File: config.mk
export PLATFORM = sky130hd
export DESIGN_NAME = load_ab_pingpong_flat
export DESIGN_NICKNAME = d
export VERILOG_FILES = /design/src/rtl/load_ab_pingpong_if.sv /design/src/rtl/load_ab_pingpong.sv /design/src/flat_wrapper.sv
export SDC_FILE = /design/constraint.sdc
export NUM_CORES = 1
export LEC_CHECK = 0
export CORE_MARGIN = 2
export CORE_UTILIZATION = 56
export CTS_CLUSTER_SIZE = 30
export DETAILED_ROUTE_END_ITERATION = 12
export PLACE_DENSITY = 0.78
export SLEW_MARGIN = 20
export SYNTH_ARGS = -nofsm -noshare
export SYNTH_HDL_FRONTEND = slang
export SYNTH_SLANG_ARGS = --single-unit
File: constraint.sdc
create_clock -name clk -period 11.3 [get_ports clk]
set_input_delay 2.26 -clock clk [delete_from_list [all_inputs] [get_ports clk]]
set_output_delay 2.26 -clock clk [all_outputs]
set_load 0.005 [all_outputs]
File: src/rtl/load_ab_pingpong_if.sv
// load_ab_pingpong_if: stream and MAC-side signals of one A/B loader PE.
// master drives the loader inputs, slave is the loader itself.
interface load_ab_pingpong_if #(
  parameter int D_WIDTH     = 64,
  parameter int B_NUM_WIDTH = 8
);
  logic [B_NUM_WIDTH-1:0] cfg_b_num;

  logic [D_WIDTH-1:0]     a_in_data;
  logic                   a_in_valid;
  logic                   a_in_ready;
  logic [D_WIDTH-1:0]     a_pass_data;
  logic                   a_pass_valid;
  logic                   a_pass_ready;

  logic [D_WIDTH-1:0]     b_in_data;
  logic                   b_in_valid;
  logic                   b_in_ready;
  logic [D_WIDTH-1:0]     b_pass_data;
  logic                   b_pass_valid;
  logic                   b_pass_ready;

  logic [D_WIDTH-1:0]     out_a;
  logic [D_WIDTH-1:0]     out_b;
  logic                   out_valid;
  logic                   out_ready;
  logic                   tile_done;

  modport master (
    output cfg_b_num,
    output a_in_data, a_in_valid,
    input  a_in_ready,
    input  a_pass_data, a_pass_valid,
    output a_pass_ready,
    output b_in_data, b_in_valid,
    input  b_in_ready,
    input  b_pass_data, b_pass_valid,
    output b_pass_ready,
    input  out_a, out_b, out_valid,
    output out_ready,
    input  tile_done
  );

  modport slave (
    input  cfg_b_num,
    input  a_in_data, a_in_valid,
    output a_in_ready,
    output a_pass_data, a_pass_valid,
    input  a_pass_ready,
    input  b_in_data, b_in_valid,
    output b_in_ready,
    output b_pass_data, b_pass_valid,
    input  b_pass_ready,
    output out_a, out_b, out_valid,
    input  out_ready,
    output tile_done
  );
endinterface

File: src/rtl/load_ab_pingpong.sv
// load_ab_pingpong: per-PE A/B operand loader for the systolic array.
// Ping-pong A banks, forwarded A/B chains, PE_NUM MAC pairs per B word.
module load_ab_pingpong #(
  parameter int D_WIDTH      = 64,
  parameter int PE_NUM       = 4,
  parameter int PE_NUM_WIDTH = 2,
  parameter int PE_CNT       = 2,
  parameter int A_CNT_WIDTH  = 3,
  parameter int PID          = 0,
  parameter int B_NUM_WIDTH  = 8
) (
  input  logic              clk,
  input  logic              rst_n,
  load_ab_pingpong_if.slave io
);
  localparam int A_LO = PID * PE_NUM;
  localparam int A_HI = A_LO + PE_NUM;
  localparam logic [A_CNT_WIDTH-1:0] A_LAST =
    A_CNT_WIDTH'(PE_CNT * PE_NUM - 1);
  localparam logic [PE_NUM_WIDTH-1:0] K_LAST =
    PE_NUM_WIDTH'(PE_NUM - 1);
  localparam logic [PE_NUM_WIDTH-1:0] K_ONE =
    PE_NUM_WIDTH'(1);

  typedef enum logic {
    L_FILL,
    L_FULL
  } lstate_t;

  typedef enum logic [1:0] {
    C_IDLE,
    C_WAIT_B,
    C_EMIT
  } cstate_t;

  lstate_t lstate;
  cstate_t cstate;

  logic [A_CNT_WIDTH-1:0]  a_cnt;
  logic                    load_sel;
  logic                    comp_sel;
  logic [1:0]              bank_v;
  logic [B_NUM_WIDTH-1:0]  b_tgt;
  logic [B_NUM_WIDTH-1:0]  b_cnt;
  logic [PE_NUM_WIDTH-1:0] k;
  logic [PE_NUM_WIDTH-1:0] rk;
  logic                    iss_done;
  logic [D_WIDTH-1:0]      b_hold;

  logic [D_WIDTH-1:0]      a_pd;
  logic                    a_pv;
  logic [D_WIDTH-1:0]      b_pd;
  logic                    b_pv;

  logic [D_WIDTH-1:0]      mem [2*PE_NUM];
  logic [D_WIDTH-1:0]      rd_data;
  logic                    rd_vld;

  logic [D_WIDTH-1:0]      out_a_q;
  logic [D_WIDTH-1:0]      out_b_q;
  logic                    out_vld_q;
  logic                    tile_done_q;

  logic                    a_in_ready;
  logic                    a_acc;
  logic                    in_slice;
  logic                    wr_en;
  logic [PE_NUM_WIDTH-1:0] wr_k;
  logic [PE_NUM_WIDTH:0]   wr_addr;
  logic                    swap;
  logic                    pair_acc;
  logic                    last_pair;
  logic                    b_last;
  logic                    rel;
  logic                    b_slot;
  logic                    b_in_ready;
  logic                    b_acc;
  logic                    out_load;
  logic                    rd_en;
  logic [PE_NUM_WIDTH-1:0] rd_k;
  logic [PE_NUM_WIDTH:0]   rd_addr;

  always_comb begin
    a_in_ready = rst_n
              && (lstate == L_FILL)
              && !bank_v[load_sel]
              && (!a_pv || io.a_pass_ready);
    a_acc    = io.a_in_valid && a_in_ready;
    in_slice = (int'(a_cnt) >= A_LO)
            && (int'(a_cnt) < A_HI);
    wr_en    = a_acc && in_slice;
    wr_k     = PE_NUM_WIDTH'(int'(a_cnt) - A_LO);
    wr_addr  = {load_sel, wr_k};
    swap     = (lstate == L_FULL) && (cstate == C_IDLE);
  end

  // The next B may enter in the same cycle the last pair leaves.
  always_comb begin
    pair_acc  = out_vld_q && io.out_ready;
    last_pair = (cstate == C_EMIT) && pair_acc
             && (k == K_LAST);
    b_last    = (b_cnt + 1'b1) == b_tgt;
    rel       = last_pair && b_last;
    b_slot    = (cstate == C_WAIT_B)
             || (last_pair && !b_last);
    b_in_ready = rst_n && b_slot
              && (!b_pv || io.b_pass_ready);
    b_acc     = io.b_in_valid && b_in_ready;
  end

  always_comb begin
    out_load = rd_vld && (!out_vld_q || io.out_ready);
    rd_en    = b_acc
            || ((cstate == C_EMIT) && !iss_done
                && (!rd_vld || out_load));
    rd_k     = b_acc ? '0 : rk;
    rd_addr  = {comp_sel, rd_k};
  end

  always_ff @(posedge clk) begin
    if (wr_en) mem[wr_addr] <= io.a_in_data;
    if (rd_en) rd_data <= mem[rd_addr];
  end

  always_ff @(posedge clk) begin
    if (!rst_n) begin
      a_pd <= '0;
      a_pv <= 1'b0;
      b_pd <= '0;
      b_pv <= 1'b0;
    end else begin
      if (a_acc) begin
        a_pd <= io.a_in_data;
        a_pv <= 1'b1;
      end else if (io.a_pass_ready) begin
        a_pv <= 1'b0;
      end
      if (b_acc) begin
        b_pd <= io.b_in_data;
        b_pv <= 1'b1;
      end else if (io.b_pass_ready) begin
        b_pv <= 1'b0;
      end
    end
  end

  always_ff @(posedge clk) begin
    if (!rst_n) begin
      lstate   <= L_FILL;
      a_cnt    <= '0;
      load_sel <= 1'b0;
      bank_v   <= '0;
    end else begin
      if (rel) bank_v[comp_sel] <= 1'b0;
      unique case (lstate)
        L_FILL: begin
          if (a_acc) begin
            if (a_cnt == A_LAST) begin
              a_cnt            <= '0;
              bank_v[load_sel] <= 1'b1;
              lstate           <= L_FULL;
            end else begin
              a_cnt <= a_cnt + 1'b1;
            end
          end
        end
        L_FULL: begin
          if (swap) begin
            load_sel <= ~load_sel;
            lstate   <= L_FILL;
          end
        end
        default: lstate <= L_FILL;
      endcase
    end
  end

  always_ff @(posedge clk) begin
    if (!rst_n) begin
      cstate      <= C_IDLE;
      comp_sel    <= 1'b0;
      b_tgt       <= '0;
      b_cnt       <= '0;
      k           <= '0;
      rk          <= '0;
      iss_done    <= 1'b1;
      b_hold      <= '0;
      rd_vld      <= 1'b0;
      out_a_q     <= '0;
      out_b_q     <= '0;
      out_vld_q   <= 1'b0;
      tile_done_q <= 1'b0;
    end else begin
      tile_done_q <= 1'b0;
      if (b_acc) begin
        b_hold   <= io.b_in_data;
        rk       <= K_ONE;
        iss_done <= (PE_NUM == 1);
      end else if (rd_en) begin
        rk       <= rk + 1'b1;
        iss_done <= (rk == K_LAST);
      end
      if (rd_en) rd_vld <= 1'b1;
      else if (out_load) rd_vld <= 1'b0;
      if (out_load) begin
        out_a_q   <= rd_data;
        out_b_q   <= b_hold;
        out_vld_q <= 1'b1;
      end else if (io.out_ready) begin
        out_vld_q <= 1'b0;
      end
      unique case (cstate)
        C_IDLE: begin
          if (swap) begin
            comp_sel <= load_sel;
            b_tgt    <= io.cfg_b_num;
            cstate   <= C_WAIT_B;
          end
        end
        C_WAIT_B: begin
          if (b_acc) cstate <= C_EMIT;
        end
        C_EMIT: begin
          if (pair_acc) begin
            k <= k + 1'b1;
            if (k == K_LAST) begin
              if (b_last) begin
                b_cnt       <= '0;
                tile_done_q <= 1'b1;
                cstate      <= C_IDLE;
              end else begin
                b_cnt  <= b_cnt + 1'b1;
                cstate <= b_acc ? C_EMIT : C_WAIT_B;
              end
            end
          end
        end
        default: cstate <= C_IDLE;
      endcase
    end
  end

  assign io.a_in_ready   = a_in_ready;
  assign io.a_pass_data  = a_pd;
  assign io.a_pass_valid = a_pv;
  assign io.b_in_ready   = b_in_ready;
  assign io.b_pass_data  = b_pd;
  assign io.b_pass_valid = b_pv;
  assign io.out_a        = out_a_q;
  assign io.out_b        = out_b_q;
  assign io.out_valid    = out_vld_q;
  assign io.tile_done    = tile_done_q;

endmodule
File: src/flat_wrapper.sv
// flat-port wrapper written by rule: the top's interface ports become plain ports
module load_ab_pingpong_flat 
#(
  parameter int D_WIDTH      = 64,
  parameter int PE_NUM       = 4,
  parameter int PE_NUM_WIDTH = 2,
  parameter int PE_CNT       = 2,
  parameter int A_CNT_WIDTH  = 3,
  parameter int PID          = 0,
  parameter int B_NUM_WIDTH  = 8
)
  (clk, rst_n, io_cfg_b_num, io_a_in_data, io_a_in_valid, io_a_in_ready, io_a_pass_data, io_a_pass_valid, io_a_pass_ready, io_b_in_data, io_b_in_valid, io_b_in_ready, io_b_pass_data, io_b_pass_valid, io_b_pass_ready, io_out_a, io_out_b, io_out_valid, io_out_ready, io_tile_done);
  load_ab_pingpong_if #(.D_WIDTH(D_WIDTH), .B_NUM_WIDTH(B_NUM_WIDTH)) io_i ();
  input  logic clk;
  input  logic rst_n;
  input wire logic [$bits(io_i.cfg_b_num)-1:0] io_cfg_b_num;
  input wire logic [$bits(io_i.a_in_data)-1:0] io_a_in_data;
  input wire logic [$bits(io_i.a_in_valid)-1:0] io_a_in_valid;
  output wire logic [$bits(io_i.a_in_ready)-1:0] io_a_in_ready;
  output wire logic [$bits(io_i.a_pass_data)-1:0] io_a_pass_data;
  output wire logic [$bits(io_i.a_pass_valid)-1:0] io_a_pass_valid;
  input wire logic [$bits(io_i.a_pass_ready)-1:0] io_a_pass_ready;
  input wire logic [$bits(io_i.b_in_data)-1:0] io_b_in_data;
  input wire logic [$bits(io_i.b_in_valid)-1:0] io_b_in_valid;
  output wire logic [$bits(io_i.b_in_ready)-1:0] io_b_in_ready;
  output wire logic [$bits(io_i.b_pass_data)-1:0] io_b_pass_data;
  output wire logic [$bits(io_i.b_pass_valid)-1:0] io_b_pass_valid;
  input wire logic [$bits(io_i.b_pass_ready)-1:0] io_b_pass_ready;
  output wire logic [$bits(io_i.out_a)-1:0] io_out_a;
  output wire logic [$bits(io_i.out_b)-1:0] io_out_b;
  output wire logic [$bits(io_i.out_valid)-1:0] io_out_valid;
  input wire logic [$bits(io_i.out_ready)-1:0] io_out_ready;
  output wire logic [$bits(io_i.tile_done)-1:0] io_tile_done;
  assign io_i.cfg_b_num = io_cfg_b_num;
  assign io_i.a_in_data = io_a_in_data;
  assign io_i.a_in_valid = io_a_in_valid;
  assign io_a_in_ready = io_i.a_in_ready;
  assign io_a_pass_data = io_i.a_pass_data;
  assign io_a_pass_valid = io_i.a_pass_valid;
  assign io_i.a_pass_ready = io_a_pass_ready;
  assign io_i.b_in_data = io_b_in_data;
  assign io_i.b_in_valid = io_b_in_valid;
  assign io_b_in_ready = io_i.b_in_ready;
  assign io_b_pass_data = io_i.b_pass_data;
  assign io_b_pass_valid = io_i.b_pass_valid;
  assign io_i.b_pass_ready = io_b_pass_ready;
  assign io_out_a = io_i.out_a;
  assign io_out_b = io_i.out_b;
  assign io_out_valid = io_i.out_valid;
  assign io_i.out_ready = io_out_ready;
  assign io_tile_done = io_i.tile_done;
  load_ab_pingpong #(.D_WIDTH(D_WIDTH), .PE_NUM(PE_NUM), .PE_NUM_WIDTH(PE_NUM_WIDTH), .PE_CNT(PE_CNT), .A_CNT_WIDTH(A_CNT_WIDTH), .PID(PID), .B_NUM_WIDTH(B_NUM_WIDTH)) u_core (.clk(clk), .rst_n(rst_n), .io(io_i));
endmodule
==> results of run 1 <==
[critical path, delay by kind of cell]
kind / cells / cell delay (ns)
buffers and inverters: 3 / 1.36
and+or+nand+nor: 1 / 0.90
[logic make-up (layout without fill, tap and decap cells)]
kind of cell | count (synthesis) | in the layout | synth area share (%)
buf+inv | 229 | 601 | 2.65
fa+ha+maj | 5 | 5 | 0.184
compound gates | 752 | 752 | 14.6
mux | 131 | 131 | 4.34
xor+xnor | 13 | 13 | 0.336
simple gates | 821 | 821 | 9.67
flops | 868 | 868 | 68.2
[cells in the final DEF (no fill, tap or decap), drive strengths merged, types with 10 or more instances in the layout]
cell / netlist / final
clkbuf: 197 / 112
clkinv: 1 / 34
a22oi: 64 / 64
nand3: 77 / 77
a21o: 64 / 64
nand2: 558 / 558
dfxtp: 292 / 292
edfxtp: 576 / 576
a22o: 64 / 64
mux2: 129 / 129
clkdlybuf4s50: 0 / 403
o21ai: 196 / 196
a211oi: 65 / 65
xnor2: 10 / 10
a21oi: 222 / 222
nor2: 145 / 145
a221oi: 64 / 64
buf: 25 / 35
[registers in the layout, indices dropped and copies added (netlist names), 3 cells and up]
| register | count |
|---|---|
| u_core.io.out_a | 64 |
| u_core.io.out_b | 64 |
| u_core.mem | 512 |
| u_core.b_tgt | 8 |
| u_core.b_cnt | 8 |
| u_core.io.a_pass_data | 64 |
| u_core.rd_data | 64 |
| u_core.a_cnt | 3 |
| u_core.io.b_pass_data | 64 |
[layout make-up]
class / count / area share (%)
Multi-Input combinational cell: 1722 / 24.3
Sequential cell: 868 / 56.3
Timing Repair Buffer: 438 / 10.5
Clock inverter: 44 / 0.651
Clock buffer: 112 / 5.72
Tap cell: 782 / 2.38
Inverter: 7 / 0.0852
[metrics by stage]
stage          setup WS (ns)  hold WS, ns  total power [uW]
2_1_floorplan          0.803        0.448              3550
3_3_place_gp            4.34        0.442              3660
3_5_place_dp            4.11        0.446              3670
4_1_cts                 4.48        0.456              6300
5_1_grt                 4.36        0.469              6450
6_report                4.50        0.454              6270
[metal layers]
metal	GRT usage, %	vias up	wire (um)
li1	-	10900	-
met1	36.2	11800	35800
met2	46.3	1207	42900
met3	4.73	172	7110
met4	9.70	4	2360
met5	0	-	26
[worst paths after layout]
path,startpoint,end,slack (ns)
setup / recovery,rst_n,io_a_in_ready,4.50
hold / removal,u_core.io.out_a[57],u_core.io.out_a[57],0.45
setup reg to reg,u_core.load_sel,u_core.mem[7][46],6.42
hold reg to reg,u_core.io.out_a[57],u_core.io.out_a[57],0.45
[power by group through the flow]
stage	sequential, uW	clock [uW]	combinational [uW]
2_1_floorplan	3490	0	55.2
3_3_place_gp	3490	0	177
3_5_place_dp	3490	0	183
4_1_cts	3420	2700	184
5_1_grt	3420	2830	197
6_report	3420	2660	183
==> impl_metrics.tcl, run 1 <==
set metrics [dict create \
    yosysSeqAreaShare_pct 68.2 \
    area_growth_pct 21.2 \
    synth_ff_type "edfxtp_1" \
    hold_buffers 0 \
    fin_crit_sh_pct 60.2 \
    fin_nets 3270 \
    worst_ep_arrival_time_ns 4.54 \
    drcViolationCount 0 \
    cap_viol_max_count 0 \
    synth_cell_types 44 \
    drt_wl_total_um 88200 \
    coreArea_um2 60100 \
    num_vias 24100 \
    end_kind "primary output" \
    regArea_um2 23200 \
    power_density_nw_per_um2 152 \
    fin_util_pct 68.4 \
    crit_path_cell_trace "buf_2 -> inv_8 -> nor4_1 -> clkdlybuf4s50_1" \
    syn_avg_cell_area_um2 12.0 \
    grt_pass1_wl_um 135000 \
    final_hold_viol_count 0 \
    p_clk_share_pct 42.5 \
    gp_congestion 0.827 \
    p_leak_uw 0.0130 \
    switchingPower_uw 1270 \
    synthArstFlopShare_pct 0 \
    postRouteAntennaNets 0 \
    synth_area_um2 33900 \
    cp_slowest_stage_delay_ns 0.90 \
    cts_resized 0 \
    overflow 0 \
    switching_share_pct 20.2 \
    ys_seq_elements 868 \
    clk_latency_ns 0.63 \
    start_util_pct 56.4 \
    place_inst 3816 \
    place_area_um2 38500 \
    post-synth-top-count-cell "edfxtp_1" \
    die_area_um2 62600 \
    status "completed" \
    rsz0062_at_grt "no" \
    num_rows 90 \
    drv_slew 0 \
    yosysWarnings 0 \
    wl_per_cell_um 22.2 \
    cts_tree "yes" \
    synthTopCellsByCount "edfxtp_1, nand2_1, dfxtp_1" \
    yosys-top-cells-area "edfxtp_1, dfxtp_1, nand2_1, mux2_2, a21oi_1" \
    numClockSinks 868 \
    worstPathMaxFanout 147 \
    synthCells 2819 \
    firstDrtPassIters 6 \
    drive_gt1_share_pct 10.7 \
    crit_type "input port to primary output" \
    syn_nets 2967 \
    yosys.area.top_type "edfxtp_1" \
    grt_antenna_before_repair 2 \
    final_area_um2 41100 \
    hpwl_um 50800 \
    power_frac_seq_pct 54.6 \
    combPwrFrac_pct 2.9 \
    via_per_inst 6.07 \
    path_clk_slew_ns 0.06 \
    final_cells 3973 \
    io_buffer_count 404 \
    grt_max_degree 194 \
    fmax_ghz 0.147 \
    power.internal_uw 5000 \
    fillers 4176 \
    layout_min_cycle_time_ns 6.80 \
    worst_slew_pin_slew_ns 1.08 \
    cp.required_ns 9.04 \
    htree_num_levels 3 \
    cts_buffer_depth 3 \
    synth_edf_count 576 \
    synth.top_cell.area_share_pct 51.0 \
    ioPinCount 405 \
    drtIter0Drc 2641 \
    cts-buffers-inserted 85 \
    die_w_um 250 \
    multi_input_comb_area_um2 9990 \
    hold_depth 2 \
    antenna_cells 0 \
    track_usage_pct 27.5 \
    die_h_um 250 \
    grt_pass1_vias 23800 \
    ir_drop_v 0.000121 \
    post-cts-setup-buffer-count 0 \
    cts-root-buf "clkbuf_16" \
    relSlewSlack_pct 28.3 \
    start_kind "input port" \
    finalSetupViolations 0 \
    skew_ns 0.0207 \
    tns_ns 0 \
    cp_slowest_cell "nor4_1" \
    hold_class "flop to flop" \
    r2r_cells 6 \
]
(Power assumes the default switching activity.)
==> run 2: changes to the inputs <==
--- a/config.mk
+++ b/config.mk
@@ -6,10 +6,10 @@
 export NUM_CORES = 1
 export LEC_CHECK = 0
 export CORE_MARGIN = 2
-export CORE_UTILIZATION = 56
+export CORE_UTILIZATION = 50
 export CTS_CLUSTER_SIZE = 30
 export DETAILED_ROUTE_END_ITERATION = 12
-export PLACE_DENSITY = 0.78
+export PLACE_DENSITY = 0.74
 export SLEW_MARGIN = 20
 export SYNTH_ARGS = -nofsm -noshare
 export SYNTH_HDL_FRONTEND = slang
==> constraint.sdc (replaced) <==
create_clock -name clk -period 6.1 [get_ports clk]
set_input_delay 1.22 -clock clk [delete_from_list [all_inputs] [get_ports clk]]
set_output_delay 1.22 -clock clk [all_outputs]
set_load 0.005 [all_outputs]
==> impl_metrics.tcl, run 2 (synthesis gave the netlist of run 1 again) <==
set metrics [dict create \
    status "completed" \
    worst_slew_pin_slew_ns 1.47 \
    firstDrtPassIters 5 \
    grt_max_degree 194 \
    place_inst 3910 \
    cp_slowest_cell "or4_1" \
    drtIter0Drc 2196 \
    cts-root-buf "clkbuf_16" \
    cts_tree "yes" \
    p_leak_uw 0.0132 \
    crit_type "flop to primary output" \
    fmax_ghz 0.205 \
    start_util_pct 50.5 \
    cts-buffers-inserted 89 \
    critPathTopFamily "simple AND/OR/NAND/NOR gates" \
    numClockSinks 868 \
    drv_slew 0 \
    worstSetupPathDepth 8 \
    fin_crit_sh_pct 80.1 \
    fin_nets 3277 \
    rsz0062_at_grt "no" \
    drt_wl_total_um 93000 \
    cts_resized 0 \
    post-cts-setup-buffer-count 0 \
    die_h_um 264 \
    final_hold_viol_count 0 \
    worst_ep_arrival_time_ns 3.66 \
    crit_path_cell_trace "ha_1 -> nand3_1 -> nor2_1 -> a21boi_1 -> or4_1 -> nand2_1 -> a21oi_1 -> clkdlybuf4s50_1" \
    hold_depth 2 \
    skew_ns 0.0254 \
    layout_min_cycle_time_ns 4.88 \
    grt_pass1_wl_um 141000 \
    place_area_um2 38800 \
    cp.required_ns 4.88 \
    gp_congestion 0.814 \
    relSlewSlack_pct 1.94 \
    ir_drop_v 0.000195 \
    largest_reg_flops 512 \
    wl_per_cell_um 22.8 \
    r2r_cells 8 \
    hold_class "flop to flop" \
    drive_gt1_share_pct 11.2 \
    antenna_cells 0 \
    ioPinCount 405 \
    via_per_inst 5.95 \
    die_area_um2 69900 \
    postRouteAntennaNets 0 \
    coreArea_um2 67200 \
    clk_latency_ns 0.64 \
    area_growth_pct 23.1 \
    final_cells 4077 \
    cp_num_buf_inv 1 \
    overflow 0 \
    grt_antenna_before_repair 3 \
    num_rows 95 \
    final_area_um2 41800 \
    die_w_um 264 \
    final_common_cell "edfxtp_1" \
    worstPathMaxFanout 14 \
    power_density_nw_per_um2 291 \
    cap_viol_max_count 0 \
    fillers 5029 \
    cp_slowest_stage_delay_ns 0.82 \
    layout_common_cells "edfxtp_1, nand2_1, clkdlybuf4s50_1, dfxtp_1, a21oi_1" \
    drcViolationCount 0 \
    num_vias 24300 \
    finalSetupViolations 0 \
    total_power_uw 12200 \
    cts_buffer_depth 3 \
    io_buffer_count 404 \
    grt_pass1_vias 24300 \
    path_clk_slew_ns 0.06 \
    track_usage_pct 26.0 \
    hpwl_um 50900 \
    start_kind "flop" \
    hold_buffers 0 \
    end_kind "primary output" \
    htree_num_levels 3 \
    regMostFlops "u_core.mem" \
]
run 2: changes by cell type in the layout (fill, tap and decap cells not counted), sizes merged:
cell,change
clkinv,+1
bufinv,+6
buf,+3
clkinvlp,-5
inv,+2
clkbuf,+6
run 2: final timing paths:
check / to / slack [ns] / start
max: io_b_in_ready / 1.22 / u_core.b_cnt[0]
min: u_core.io.a_pass_data[53] / 0.45 / u_core.io.a_pass_data[53]
max reg2reg: u_core.rd_data[46] / 1.97 / u_core.b_cnt[0]
min reg2reg: u_core.io.a_pass_data[53] / 0.45 / u_core.io.a_pass_data[53]
run 2: layout make-up:
class                   instances  area (um^2)  area share [%]
flip-flops and latches        868        23200            55.4
repair buffers                441         4480            10.7
multi-input cells            1722        10000            24.0
clock inverters                48          489            1.17
well taps                     873         1090            2.62
clock buffers                 118         2480            5.94
inverters                       7         35.0          0.0839
run 2: worst reg2reg max path: cells and delay by family, from the launching register on:
kind                     cells  cell delay, ns
AO/OA/AOI/OAI                2            0.48
adder cells (fa/ha/maj)      1            0.30
buffers and inverters        2            1.34
flip-flops                   1            0.49
AND/OR/NAND/NOR              3            1.22
run 2: stage by stage:
stage / hold WS, ns / utilization (%) / setup TNS [ns] / setup slack [ns]
final: 0.453 / 62.2 / 0 / 1.22
after global routing: 0.472 / 62.2 / 0 / 1.06
after CTS: 0.455 / 62.1 / 0 / 1.26
after detailed placement: 0.446 / 57.7 / 0 / 1.28
after global placement: 0.442 / 57.6 / 0 / 1.33
after floorplan: 0.448 / - / -384.78 / -1.49
run 2: power by group:
part | total, uW | internal [uW] | switching (uW)
combinational | 339 | 149 | 189
sequential | 6340 | 6320 | 21.3
clock | 5470 | 3210 | 2260
total | 12200 | 9680 | 2470
run 2: per-layer routing:
layer | global-route usage, % | share of wire, % | vias up
met1 | 33.5 | 40 | 12000
met3 | 4.86 | 8.1 | 170
met4 | 9.14 | 2.6 | 4
met2 | 44.3 | 49 | 1144
li1 | - | - | 10900
met5 | 0 | 0.028 | -
